<file path="config.mk">
export PLATFORM = sky130hd
export DESIGN_NAME = rec_frame_assembler
export DESIGN_NICKNAME = d
export VERILOG_FILES = /design/src/rtl/rec_frame_assembler.sv
export SDC_FILE = /design/constraint.sdc
export NUM_CORES = 1
export LEC_CHECK = 0
export BUFFER_PORTS_ARGS = -buffer_cell sky130_fd_sc_hd__buf_2
export CORE_MARGIN = 2
export CORE_UTILIZATION = 30
export CTS_CLUSTER_DIAMETER = 200
export DETAILED_ROUTE_END_ITERATION = 7
export SYNTH_ARGS = -nofsm -noshare
export SYNTH_HDL_FRONTEND = slang
export SYNTH_SLANG_ARGS = --single-unit
</file>
<file path="constraint.sdc">
create_clock -name Clk -period 10.94 [get_ports Clk]
set_clock_uncertainty 0.05 [all_clocks]
set_input_delay 2.188 -clock Clk [delete_from_list [all_inputs] [get_ports Clk]]
set_output_delay 2.188 -clock Clk [all_outputs]
set_load 0.01 [all_outputs]
</file>
<file path="src/rtl/rec_frame_assembler.sv">
`default_nettype none
// ============================================================================
//  Module      : rec_frame_assembler
//  Description : Hunts a 2-byte header in a UART byte stream, collects a fixed
//                13-byte frame, verifies its additive checksum and presents
//                the frame as a 104-bit word with a held DataEn level.
//  Ports       : Clk, Rst        - clock, asynchronous active-high reset
//                RxEn, RxData    - one received byte per RxEn pulse
//                DataEn          - frame-valid level, EN_HOLD cycles long
//                DataOut         - assembled frame, first byte in [103:96]
//                ChkErr          - 1-cycle pulse, checksum mismatch
//                TimeoutErr      - 1-cycle pulse, inter-byte gap exceeded
//                OvrErr          - 1-cycle pulse, good frame dropped (busy)
//                FrameCnt        - accepted frame counter, wraps
//  Revision    : 1.0 - initial release
// ============================================================================
module rec_frame_assembler #(
    parameter logic [7:0]  HEAD0   = 8'h55,
    parameter logic [7:0]  HEAD1   = 8'hAA,
    parameter logic [19:0] TIMEOUT = 20'd520000,
    parameter logic [7:0]  EN_HOLD = 8'd16
) (
    input  logic         Clk,
    input  logic         Rst,
    input  logic         RxEn,
    input  logic [7:0]   RxData,
    output logic         DataEn,
    output logic [103:0] DataOut,
    output logic         ChkErr,
    output logic         TimeoutErr,
    output logic         OvrErr,
    output logic [15:0]  FrameCnt
);

    typedef enum logic [1:0] {
        HUNT0 = 2'd0,
        HUNT1 = 2'd1,
        BODY  = 2'd2,
        CHECK = 2'd3
    } state_t;

    // Registered state
    state_t         r_state;
    logic [103:0]   r_shift;
    logic [3:0]     r_byte_cnt;
    logic [7:0]     r_sum;
    logic [19:0]    r_gap_cnt;
    logic [7:0]     r_hold_cnt;
    logic           r_data_en;
    logic [103:0]   r_data_out;
    logic [15:0]    r_frame_cnt;
    logic           r_chk_err;
    logic           r_timeout_err;
    logic           r_ovr_err;

    // Next-state values
    state_t         w_state;
    logic [103:0]   w_shift;
    logic [3:0]     w_byte_cnt;
    logic [7:0]     w_sum;
    logic [19:0]    w_gap_cnt;
    logic [7:0]     w_hold_cnt;
    logic           w_data_en;
    logic [103:0]   w_data_out;
    logic [15:0]    w_frame_cnt;
    logic           w_chk_err;
    logic           w_timeout_err;
    logic           w_ovr_err;

    always_ff @(posedge Clk or posedge Rst) begin
        if (Rst) begin
            r_state       <= HUNT0;
            r_shift       <= '0;
            r_byte_cnt    <= '0;
            r_sum         <= '0;
            r_gap_cnt     <= '0;
            r_hold_cnt    <= '0;
            r_data_en     <= 1'b0;
            r_data_out    <= '0;
            r_frame_cnt   <= '0;
            r_chk_err     <= 1'b0;
            r_timeout_err <= 1'b0;
            r_ovr_err     <= 1'b0;
        end else begin
            r_state       <= w_state;
            r_shift       <= w_shift;
            r_byte_cnt    <= w_byte_cnt;
            r_sum         <= w_sum;
            r_gap_cnt     <= w_gap_cnt;
            r_hold_cnt    <= w_hold_cnt;
            r_data_en     <= w_data_en;
            r_data_out    <= w_data_out;
            r_frame_cnt   <= w_frame_cnt;
            r_chk_err     <= w_chk_err;
            r_timeout_err <= w_timeout_err;
            r_ovr_err     <= w_ovr_err;
        end
    end

    always_comb begin
        w_state       = r_state;
        w_shift       = r_shift;
        w_byte_cnt    = r_byte_cnt;
        w_sum         = r_sum;
        w_gap_cnt     = r_gap_cnt;
        w_hold_cnt    = r_hold_cnt;
        w_data_en     = r_data_en;
        w_data_out    = r_data_out;
        w_frame_cnt   = r_frame_cnt;
        w_chk_err     = 1'b0;
        w_timeout_err = 1'b0;
        w_ovr_err     = 1'b0;

        // Hold timer: DataEn drops on the cycle the counter would leave 1,
        // which gives exactly EN_HOLD high cycles.
        if (r_data_en) begin
            if (r_hold_cnt == 8'd1) begin
                w_data_en  = 1'b0;
                w_hold_cnt = 8'd0;
            end else begin
                w_hold_cnt = r_hold_cnt - 8'd1;
            end
        end

        case (r_state)
            HUNT0, CHECK: begin
                w_gap_cnt = 20'd0;
                if (r_state == CHECK) begin
                    // The accumulator holds bytes 0..11, the checksum byte
                    // sits in the low byte of the shift register.
                    if (r_sum == r_shift[7:0]) begin
                        if (!r_data_en) begin
                            w_data_out  = r_shift;
                            w_data_en   = 1'b1;
                            w_hold_cnt  = EN_HOLD;
                            w_frame_cnt = r_frame_cnt + 16'd1;
                        end else begin
                            w_ovr_err = 1'b1;
                        end
                    end else begin
                        w_chk_err = 1'b1;
                    end
                    w_state    = HUNT0;
                    w_byte_cnt = 4'd0;
                    w_sum      = 8'd0;
                end
                // A byte arriving during CHECK is hunted exactly as in HUNT0.
                if (RxEn && (RxData == HEAD0)) begin
                    w_shift    = {96'd0, RxData};
                    w_byte_cnt = 4'd1;
                    w_sum      = RxData;
                    w_state    = HUNT1;
                end
            end

            HUNT1: begin
                if (RxEn) begin
                    w_gap_cnt = 20'd0;
                    if (RxData == HEAD1) begin
                        w_shift    = {r_shift[95:0], RxData};
                        w_byte_cnt = 4'd2;
                        w_sum      = r_sum + RxData;
                        w_state    = BODY;
                    end else if (RxData == HEAD0) begin
                        // Repeated first header byte: treat it as a fresh start.
                        w_shift    = {96'd0, RxData};
                        w_byte_cnt = 4'd1;
                        w_sum      = RxData;
                    end else begin
                        w_byte_cnt = 4'd0;
                        w_sum      = 8'd0;
                        w_state    = HUNT0;
                    end
                end else if (r_gap_cnt == (TIMEOUT - 20'd1)) begin
                    w_timeout_err = 1'b1;
                    w_gap_cnt     = 20'd0;
                    w_byte_cnt    = 4'd0;
                    w_sum         = 8'd0;
                    w_state       = HUNT0;
                end else begin
                    w_gap_cnt = r_gap_cnt + 20'd1;
                end
            end

            BODY: begin
                if (RxEn) begin
                    w_gap_cnt  = 20'd0;
                    w_shift    = {r_shift[95:0], RxData};
                    w_byte_cnt = r_byte_cnt + 4'd1;
                    // r_byte_cnt is the index of the byte being stored.
                    if (r_byte_cnt <= 4'd11) begin
                        w_sum = r_sum + RxData;
                    end
                    if (r_byte_cnt == 4'd12) begin
                        w_state = CHECK;
                    end
                end else if (r_gap_cnt == (TIMEOUT - 20'd1)) begin
                    w_timeout_err = 1'b1;
                    w_gap_cnt     = 20'd0;
                    w_byte_cnt    = 4'd0;
                    w_sum         = 8'd0;
                    w_state       = HUNT0;
                end else begin
                    w_gap_cnt = r_gap_cnt + 20'd1;
                end
            end

            default: begin
                w_state = HUNT0;
            end
        endcase
    end

    assign DataEn     = r_data_en;
    assign DataOut    = r_data_out;
    assign ChkErr     = r_chk_err;
    assign TimeoutErr = r_timeout_err;
    assign OvrErr     = r_ovr_err;
    assign FrameCnt   = r_frame_cnt;

endmodule
`default_nettype wire

</file>
==> metrics.yaml, run 1 <==
global_routing:
  grt_use_total_pct: 13.54
  antenna_found_initial: 0
  grtUsageMet1_pct: 19.23
  met3_usage_pct: 2.136
  busiest_layer: "met2"
  overflow: 0
  grt_pass1_vias: 7697
  met2_usage_pct: 22.05
  grt_pass1_wl_microns: 43040
  grt_max_degree: 134
synth:
  synth-edff-count: 0
  synth.top_cell.area_share_pct: 59.45
  synth_area_sq_um: 11360
  synth_area_leaders: "dfrtp_1 59%, mux2_2 10%, nand2_1 8.2%"
  yosysSeqAreaShare_pct: 59.45
  yosys_warnings: 0
  synth.distinct_cells: 50
  synthSimpleGateAreaFrac_pct: 18.32
  avgSynthCellArea_sq_um: 10.91
  synth_nets: 1070
  yosys.area.top_type: "dfrtp_1"
  synth_top_family_by_area: "simple AND/OR/NAND/NOR gates"
  synth_fa_ha_area_share_pct: 1.938
  synth-compound-area-share_pct: 3.809
  synth-seq-cells: 270
  synthXorXnorAreaFrac_pct: 3.622
  muxShareOfSynthArea_pct: 10.58
  async_flop_share_pct: 100.0
  synth_cells: 1042
  ys.flop_type: "dfrtp_1"
setup_path:
  crit_path_end: "r_shift[82]$_DFFE_PP0P_"
  cp-start-kind: "input pin"
  cp_data_arrival_time_ns: 4.75
  cp-end-kind: "register"
  reg2reg_depth: 7
  critPathMaxFanout: 86
  startpoint: "RxData[6]"
  crit_type: "input pin to register"
  reg2reg_from: "r_state[0]$_DFFE_PP0P_"
  cp.required_ns: 11.36
  reg2reg_slack_ns: 7.31
  reg2reg_to: "DataOut[93]$_DFFE_PP0P_"
power:
  ir_drop_v: 0.0001574
  total_power_mw: 2.830
  power_density_nw_per_um2: 208.4
  leakage_nw: 7.135
layout:
  final_util_pct: 36.22
  seqCellArea_sq_um: 6756
  fin_cells: 1696
  fin_nets: 1193
  nFillCells: 3794
  multi_input_area_sq_um: 4375
  drive_above_1_share_pct: 25.49
  area_growth_pct: 19.49
  fin_area_sq_um: 13580
  diodes: 0
placement:
  io_buffers: 134
  postPlaceCellArea_sq_um: 12560
  dp_slack_ns: 6.112
  gp_congestion: 0.8166
  dp_cells: 1644
  place_hpwl_microns: 17420
timing:
  setup_viol: 0
  period_share_pct: 39.60
  tns_ns: 0
  max_slew_margin_pct: 34.01
  setup_ws_ns: 6.607
  period_needed_ns: 4.333
  rsz0062_at_grt: "no"
  max_slew.worst_pin.slew_ns: 0.9899
  hold_viol: 0
  drv_slew: 0
  fmax_mhz: 230.8
  hold_slack_ns: 0.4099
cts:
  clockBufferDepth: 3
  cts_setup_buffers: 0
  cts.sinks: 270
  holdBufCountCts: 0
  clkLatencyLatePin_ns: 0.54
  clk_pin_slew_ns: 0.06
  h-tree-depth: 1
  cts_tree: "built"
  root_buffer: "clkbuf_16"
  cts_resized: 0
  cts_buffers: 30
route:
  drc: 0
  wl_per_cell_microns: 15.56
  first_pass_iters: 5
  drt_wl_total_microns: 26400
  viasPerCell: 4.643
  vias: 7874
  drt_iter0_markers: 471
  postRouteAntennaNets: 0
die:
  ios: 135
  fp-row-count: 71
  die_h_microns: 198.6
  die_w_microns: 198.6
  core-area_sq_um: 37490
  dieArea_sq_um: 39460
  start_util_pct: 30.32
worst_hold_path:
  hold_path_class: "register to register"
run_status:
  outcome: "complete, no violations"
flow_run:
  cap_violations: 0
==> cell families (layout without fill, tap and decap cells) <==
logic type,Yosys count,count (layout)
AND/OR/NAND/NOR,468,468
flip-flops,270,270
multiplexers,107,107
AO/OA/AOI/OAI,68,68
buffers and inverters,65,208
XOR/XNOR,47,47
adder cells (fa/ha/maj),17,17
==> worst max-delay path, cell delays in order <==
cell and delay [ns]:
buf_2 0.12, nand4bb_1 0.18, nor2_1 0.30, a21oi_1 0.20
o21ai_4 0.52, buf_4 0.81, nand3_1 0.22, nand2_1 0.13
==> where the power goes <==
group          switching [mW]  internal (mW)  leakage [nW]
Combinational           0.478          0.170          2.89
Clock                   0.400          0.640         0.504
Sequential             0.0760           1.07          3.74
Total                   0.954           1.88          7.14
==> placed cells by master, fill, tap and decap left out, types with 11 or more instances in the layout <==
cell type / instances
nand4_1: 11
a21oi_1: 19
xnor2_1: 30
mux2_2: 105
nand2_1: 249
buf_2: 134
xor2_1: 17
dfrtp_1: 270
nand3_1: 110
clkbuf_16: 31
o21ai_0: 16
ha_1: 16
nor2_1: 49
nor3_1: 13
inv_1: 14
==> area by class of cell <==
class / count / area share [%]
Sequential cell: 270 / 49.76
Multi-Input combinational cell: 707 / 32.22
Tap cell: 511 / 4.708
Clock inverter: 11 / 1.161
Inverter: 15 / 0.4699
Timing Repair Buffer: 141 / 5.326
Clock buffer: 41 / 6.358
==> sequential cells by signal, indices dropped and copies added (netlist names) <==
signal and flops:
r_gap_cnt 20, r_hold_cnt 8, DataEn 1, TimeoutErr 1, ChkErr 1, FrameCnt 16, r_shift 104, r_sum 8
OvrErr 1, r_state 2, r_byte_cnt 4, DataOut 104
==> cell usage after synthesis (2+ instances only) <==
cell,n
a21oi_1,19
nor3_1,13
and2_1,3
mux2i_1,2
and3_1,10
ha_1,16
nor2_1,50
and4bb_2,2
or3_1,2
nand4bb_1,2
nand4_1,11
o32ai_1,2
buf_2,12
nand2b_1,4
mux2_2,105
nand2_1,249
nand3_1,110
inv_1,15
dfrtp_1,270
nor2b_1,3
xor2_1,17
xnor2_1,30
a31oi_1,7
o21a_1,3
a32o_1,3
clkbuf_1,36
buf_1,2
a21o_1,5
o21ai_0,16
and4_1,3
==> per-layer routing <==
metal  vias up  part of all wire [%]
met5         -                     0
met3        29                   3.9
met2       173                    48
li1       3783                     -
met1      3889                    47
met4         0                   1.6
==> worst min path at each step <==
| stage | startpoint | endpoint | slack, ns | cells after the start |
|---|---|---|---|---|
| final | FrameCnt[15]$_DFFE_PP0P_ | FrameCnt[15]$_DFFE_PP0P_ | 0.41 | 1 |
| after global routing | FrameCnt[15]$_DFFE_PP0P_ | FrameCnt[15]$_DFFE_PP0P_ | 0.43 | 1 |
| after CTS | FrameCnt[15]$_DFFE_PP0P_ | FrameCnt[15]$_DFFE_PP0P_ | 0.41 | 1 |
| after detailed placement | FrameCnt[15]$_DFFE_PP0P_ | FrameCnt[15]$_DFFE_PP0P_ | 0.40 | 1 |
| after global placement | FrameCnt[15]$_DFFE_PP0P_ | FrameCnt[15]$_DFFE_PP0P_ | 0.40 | 1 |
| after floorplan | r_shift[100]$_DFFE_PP0P_ | r_shift[100]$_DFFE_PP0P_ | 0.38 | 2 |
Power figures use the tool's default switching activity.
==> inputs of run 2 (changes only) <==
==> constraint.sdc (replaced) <==
create_clock -name Clk -period 4.19 [get_ports Clk]
set_clock_uncertainty 0.05 [all_clocks]
set_input_delay 0.838 -clock Clk [delete_from_list [all_inputs] [get_ports Clk]]
set_output_delay 0.838 -clock Clk [all_outputs]
set_load 0.01 [all_outputs]
==> run 2 against run 1 <==
Compared with the run above: critical endpoint is now FrameCnt[15]$_DFFE_PP0P_; via count increased by 0.72%; clock-buffer cell count is 3 lower; critical path type is now register to register; non-clock buffer count is 15 higher; cell area increased by 1.7%; sequential power rose to 2.6 times the previous value; final cell count grew 1.1%; largest power group unchanged; worst setup slack got worse by 5.5 ns; sequential share of layout area decreased by 0.83 points; core utilization up 0.62 points; combinational power increased to 2.8 times the previous value.
==> metrics.yaml, run 2 (synthesis results as in run 1) <==
run_status:
  outcome: "complete, no violations"
global_routing:
  grt_pass1_wl_microns: 44770  # +4.0%
  grt_max_degree: 82  # -39%
  overflow: 0  # unchanged
  antenna_found_initial: 0  # unchanged
  grt_pass1_vias: 8050  # +4.6%
  grt_use_total_pct: 14.10  # +0.56 points
setup_path:
  max_stage_delay_ns: 0.62  # -0.19 ns
  cp-end-kind: "register"
  crit_chain: "inv_1 -> ha_1 -> nand4_1 -> nor4_4 -> nand4_1 -> nor3_1 -> xor2_1"
  crit_cells: 7  # -1
  reg2reg_from: "r_state[0]$_DFFE_PP0P_"
  crit_type: "register to register"
  cp-start-kind: "register"
  critPathMaxFanout: 13  # -85%
  path_common_cell: "nand4_1"
  reg2reg_depth: 7  # unchanged
  startpoint: "r_state[0]$_DFFE_PP0P_"
  cp_top_family: "simple AND/OR/NAND/NOR gates"
  cp_data_arrival_time_ns: 3.47  # -1.28 ns
  cp.required_ns: 4.60  # -6.76 ns
  crit_path_top_delay_cell: "ha_1"
  path_buf_inv: 1  # -1
layout:
  fin_nets: 1208  # +1.3%
  final_cell_mix: "270 x dfrtp_1, 249 x nand2_1, 134 x buf_2"
  layout_commonest_cell: "dfrtp_1"
  final_util_pct: 36.84  # +0.62 points
  fin_cells: 1715  # +1.1%
  diodes: 0  # unchanged
  area_growth_pct: 21.52
  drive_above_1_share_pct: 26.91  # +1.4 points
  nFillCells: 3747  # -1.2%
power:
  power_density_nw_per_um2: 549.1  # +160%
  leakage_nw: 7.259  # +1.7%
  ir_drop_v: 0.0003275  # +110%
cts:
  cts.sinks: 270  # unchanged
  clkLatencyLatePin_ns: 0.55  # about the same
  root_buffer: "clkbuf_16"
  cts_tree: "built"
  cts_buffers: 30  # unchanged
  h-tree-depth: 1  # unchanged
  cts_setup_buffers: 0  # unchanged
  holdBufCountCts: 0  # unchanged
  clk_pin_slew_ns: 0.06  # about the same
  clockBufferDepth: 3  # unchanged
  cts_resized: 0  # unchanged
route:
  viasPerCell: 4.624  # -0.39%
  drt_wl_total_microns: 27090  # +2.6%
  wl_per_cell_microns: 15.80  # +1.5%
  vias: 7931  # +0.72%
  first_pass_iters: 5  # unchanged
  drt_iter0_markers: 438  # -7.0%
  drc: 0  # unchanged
  postRouteAntennaNets: 0  # unchanged
placement:
  gp_congestion: 0.8157  # -0.11%
  dp_cells: 1659  # +0.91%
  place_hpwl_microns: 18500  # +6.2%
  io_buffers: 134  # unchanged
die:
  dieArea_sq_um: 39460  # unchanged
  start_util_pct: 30.32  # unchanged
  core-area_sq_um: 37490  # unchanged
  die_w_microns: 198.6  # unchanged
  ios: 135  # unchanged
  fp-row-count: 71  # unchanged
  die_h_microns: 198.6  # unchanged
flow_run:
  cap_violations: 0  # unchanged
worst_hold_path:
  holdCritStartpoint: "r_shift[100]$_DFFE_PP0P_"
  hold_path_class: "register to register"
  whs_path_depth: 2  # +1
timing:
  max_slew.worst_pin.slew_ns: 0.9068  # -0.08303 ns
  drv_slew: 0  # unchanged
  max_slew_margin_pct: 39.42  # +5.4 points
  setup_viol: 0  # unchanged
  rsz0062_at_grt: "no"
  fmax_mhz: 326.5
  period_needed_ns: 3.063
  hold_viol: 0  # unchanged
  period_share_pct: 73.09
==> run 2: final cells by class <==
| cell class | count | area, sq um | area share, % |
|---|---|---|---|
| Sequential cell | 270 | 6756 | 48.92 |
| Multi-Input combinational cell | 707 | 4375 | 31.68 |
| Timing Repair Buffer | 156 | 923.4 | 6.686 |
| Clock buffer | 38 | 852.1 | 6.170 |
| Tap cell | 511 | 639.4 | 4.629 |
| Clock inverter | 18 | 203.9 | 1.477 |
| Inverter | 15 | 60.06 | 0.4349 |
==> run 2: worst paths after layout <==
path	to	slack (ns)
min in group asynchronous	DataOut[92]$_DFFE_PP0P_	0.43
max reg2reg	FrameCnt[15]$_DFFE_PP0P_	1.13
min	r_shift[100]$_DFFE_PP0P_	0.42
max	FrameCnt[15]$_DFFE_PP0P_	1.13
min reg2reg	r_shift[100]$_DFFE_PP0P_	0.42
max in group asynchronous	r_shift[34]$_DFFE_PP0P_	2.74
==> run 2: through the flow <==
step	area [sq um]	hold slack (ns)	setup WS, ns	TNS [ns]	power (mW)
finish	13810	0.4164	1.127	0	7.583
global route	13810	0.4464	0.7653	0	8.040
CTS	13810	0.4185	1.050	0	7.704
detailed placement	12750	0.4048	1.064	0	4.884
global placement	12750	0.4012	1.241	0	4.867
floorplan	11370	0.3831	-0.2654	-71.67	4.223
==> run 2: worst register-to-register path, cell delays in order, from the launching register on <==
cell and delay, ns:
dfrtp_1 0.41, inv_1 0.06, ha_1 0.62, nand4_1 0.27, nor4_4 0.61, nand4_1 0.43
nor3_1 0.32, xor2_1 0.20
==> run 2: power by group <==
group | internal (mW) | switching [mW] | leakage [nW]
sequential | 2.78 | 0.201 | 3.74
combinational | 0.564 | 1.26 | 2.99
clock | 1.68 | 1.09 | 0.528
==> run 2: layer usage <==
metal  part of all wire [%]  vias up  global-route usage, %
li1                       -     3834                      -
met1                     47     3920                  20.08
met2                     47      146                  22.51
met3                    4.6       31                  2.442
met4                    1.4        0                  3.040
met5                      0        -                      0
==> inputs of run 3 (changes only) <==
==> constraint.sdc (replaced) <==
create_clock -name Clk -period 2.6 [get_ports Clk]
set_clock_uncertainty 0.05 [all_clocks]
set_input_delay 0.52 -clock Clk [delete_from_list [all_inputs] [get_ports Clk]]
set_output_delay 0.52 -clock Clk [all_outputs]
set_load 0.01 [all_outputs]
==> run 3 against run 2 <==
Compared with the run above: register-to-register slack worse by 0.88 ns; sequential share of layout area down 0.59 points; via count up 1.7%; final cell count up 1.1%; die area unchanged; sequential power up 61%; clock power up 51%; cell area up 1.2%; routed wire length down 1.3%; total power up 60%; clock-buffer cell count up 5; largest cell class unchanged; highest routed layer unchanged.
==> metrics.yaml, run 3 (synthesis results as in run 1) <==
layout:
  area_growth_pct: 23.00
  nFillCells: 3737  # -0.27%
  drive_above_1_share_pct: 27.72  # +0.81 points
  fin_nets: 1229  # +1.7%
  fin_area_sq_um: 13980  # +1.2%
  diodes: 0  # unchanged
  final_cell_mix: "270 x dfrtp_1, 249 x nand2_1, 134 x buf_2"
  layout_commonest_cell: "dfrtp_1"
global_routing:
  grt_use_total_pct: 13.56  # -0.54 points
  overflow: 0  # unchanged
  grt_pass1_wl_microns: 43370  # -3.1%
  grt_pass1_vias: 7907  # -1.8%
  grt_max_degree: 93  # +13%
  antenna_found_initial: 0  # unchanged
setup_path:
  max_stage_delay_ns: 0.42  # -0.20 ns
  cp_data_arrival_time_ns: 2.78  # -0.69 ns
  crit_chain: "ha_1 -> fa_1 -> a21o_1 -> a21o_1 -> a2111o_1 -> a41oi_1 -> o21ai_0 -> a21oi_1"
  crit_type: "register to register"
  path_common_cell: "a21o_1"
  reg2reg_from: "r_sum[0]$_DFFE_PP0P_"
  reg2reg_to: "r_sum[6]$_DFFE_PP0P_"
  cp_top_family: "compound AO/OA/AOI/OAI gates"
  reg2reg_depth: 8  # +1
  cp-end-kind: "register"
  path_buf_inv: 0  # -1
  crit_path_top_delay_cell: "dfrtp_1"
  critPathMaxFanout: 3  # -10
  reg2reg_slack_ns: 0.25  # -0.88 ns
  cp.required_ns: 3.03  # -1.57 ns
  cp-start-kind: "register"
cts:
  cts.sinks: 270  # unchanged
  cts_setup_buffers: 0  # unchanged
  h-tree-depth: 1  # unchanged
  clk_pin_slew_ns: 0.06  # about the same
  cts_tree: "built"
  cts_buffers: 30  # unchanged
  clockBufferDepth: 3  # unchanged
  cts_resized: 0  # unchanged
  clkLatencyLatePin_ns: 0.56  # about the same
  root_buffer: "clkbuf_16"
route:
  viasPerCell: 4.649  # +0.54%
  postRouteAntennaNets: 0  # unchanged
  drt_wl_total_microns: 26740  # -1.3%
  drt_iter0_markers: 380  # -13%
  vias: 8062  # +1.7%
  wl_per_cell_microns: 15.42  # -2.4%
  drc: 0  # unchanged
  first_pass_iters: 5  # unchanged
worst_hold_path:
  whs_endpoint: "r_shift[2]$_DFFE_PP0P_"
  holdCritStartpoint: "RxData[2]"
  hold_path_class: "input pin to register"
  whs_path_depth: 3  # +1
timing:
  drv_slew: 0  # unchanged
  rsz0062_at_grt: "no"
  max_slew.worst_pin.slew_ns: 0.5852  # -0.3216 ns
  fmax_mhz: 425.8  # +30%
  hold_slack_ns: 0.1725  # -0.2439 ns
  period_needed_ns: 2.348  # -0.7143 ns
  hold_viol: 0  # unchanged
  period_share_pct: 90.32  # +17 points
  max_slew_margin_pct: 60.89  # +21 points
  setup_viol: 0  # unchanged
run_status:
  outcome: "complete, no violations"
placement:
  gp_congestion: 0.8524  # +4.5%
  place_hpwl_microns: 18420  # -0.46%
  postPlaceCellArea_sq_um: 12970  # +1.7%
  io_buffers: 134  # unchanged
die:
  start_util_pct: 30.32  # unchanged
  dieArea_sq_um: 39460  # unchanged
  die_h_microns: 198.6  # unchanged
  fp-row-count: 71  # unchanged
  ios: 135  # unchanged
  core-area_sq_um: 37490  # unchanged
  die_w_microns: 198.6  # unchanged
power:
  power_switching_mw: 4.124  # +62%
  p_int_mw: 8.041  # +60%
  seqPwrFrac_pct: 39.6  # +0.2 points
  leakage_nw: 7.341  # +1.1%
  power_density_nw_per_um2: 870.2  # +58%
  pwr-share-clk_pct: 34.4  # -2.1 points
  ir_drop_v: 0.0004713  # +44%
  p_sw_share_pct: 33.90  # +0.23 points
  comb_power_share_pct: 26.0  # +1.9 points
flow_run:
  cap_violations: 0  # unchanged
[run 3: how the worst max path moves through the flow]
stage / start / to / slack, ns / depth (start not counted)
2_1_floorplan: Rst / ChkErr$_DFF_PP0_ / -1.54 / 1
3_3_place_gp: RxData[0] / r_sum[6]$_DFFE_PP0P_ / 0.06 / 9
3_5_place_dp: RxData[0] / r_sum[6]$_DFFE_PP0P_ / 0.07 / 9
4_1_cts: r_shift[1]$_DFFE_PP0P_ / FrameCnt[10]$_DFFE_PP0P_ / 0.22 / 7
5_1_grt: r_shift[1]$_DFFE_PP0P_ / FrameCnt[11]$_DFFE_PP0P_ / 0.05 / 8
6_report: r_sum[0]$_DFFE_PP0P_ / r_sum[6]$_DFFE_PP0P_ / 0.25 / 8
[run 3: what timing repair did]
action / in CTS / in global routing
endpoints found under the hold margin: 13 / 0
endpoints found under the setup margin: 0 / 0
hold buffers: 1 / 0
[run 3: cell type report]
cell class              count  area [sq um]  share of cell area (%)
flip-flops and latches    270          6756                   48.34
multi-input cells         707          4375                   31.30
repair buffers            177          1146                   8.199
clock buffers              43         879.6                   6.293
well taps                 511         639.4                   4.574
clock inverters            11         121.4                  0.8682
inverters                  15         60.06                  0.4296
[run 3: worst register-to-register path: cells and delay by family (launching register included)]
family / cells / cell delay (ns)
adders and majority gates: 2 / 0.62
DFF: 1 / 0.42
AOI/OAI and AO/OA: 6 / 1.18
[run 3: routing by layer]
layer  vias to the layer above  share of wire, %  global-route usage, %
li1                       3862                 -                      -
met1                      4031                48                  19.29
met2                       142                47                  22.00
met4                         0               1.4                  2.543
met5                         -                 0                      0
met3                        27               3.8                  2.170
[run 3: stage by stage]
step / instances / setup slack, ns / util [%] / power [mW] / setup TNS (ns)
after global placement: 1679 / 0.06267 / 34.59 / 8.041 / 0
after detailed placement: 1679 / 0.06891 / 34.59 / 8.079 / 0
after CTS: 1734 / 0.2177 / 37.29 / 12.37 / 0
final: 1734 / 0.2516 / 37.29 / 12.16 / 0
after global routing: 1734 / 0.04520 / 37.29 / 12.91 / 0
after floorplan: 1042 / -1.537 / - / 6.806 / -415.11
[run 3: power by group through the flow]
| stage | logic (mW) | registers, mW | clock network, mW |
|---|---|---|---|
| floorplan | 2.02 | 4.79 | 0 |
| global placement | 3.16 | 4.88 | 0 |
| detailed placement | 3.19 | 4.89 | 0 |
| CTS | 3.21 | 4.82 | 4.34 |
| global route | 3.54 | 4.86 | 4.51 |
| finish | 3.16 | 4.81 | 4.19 |
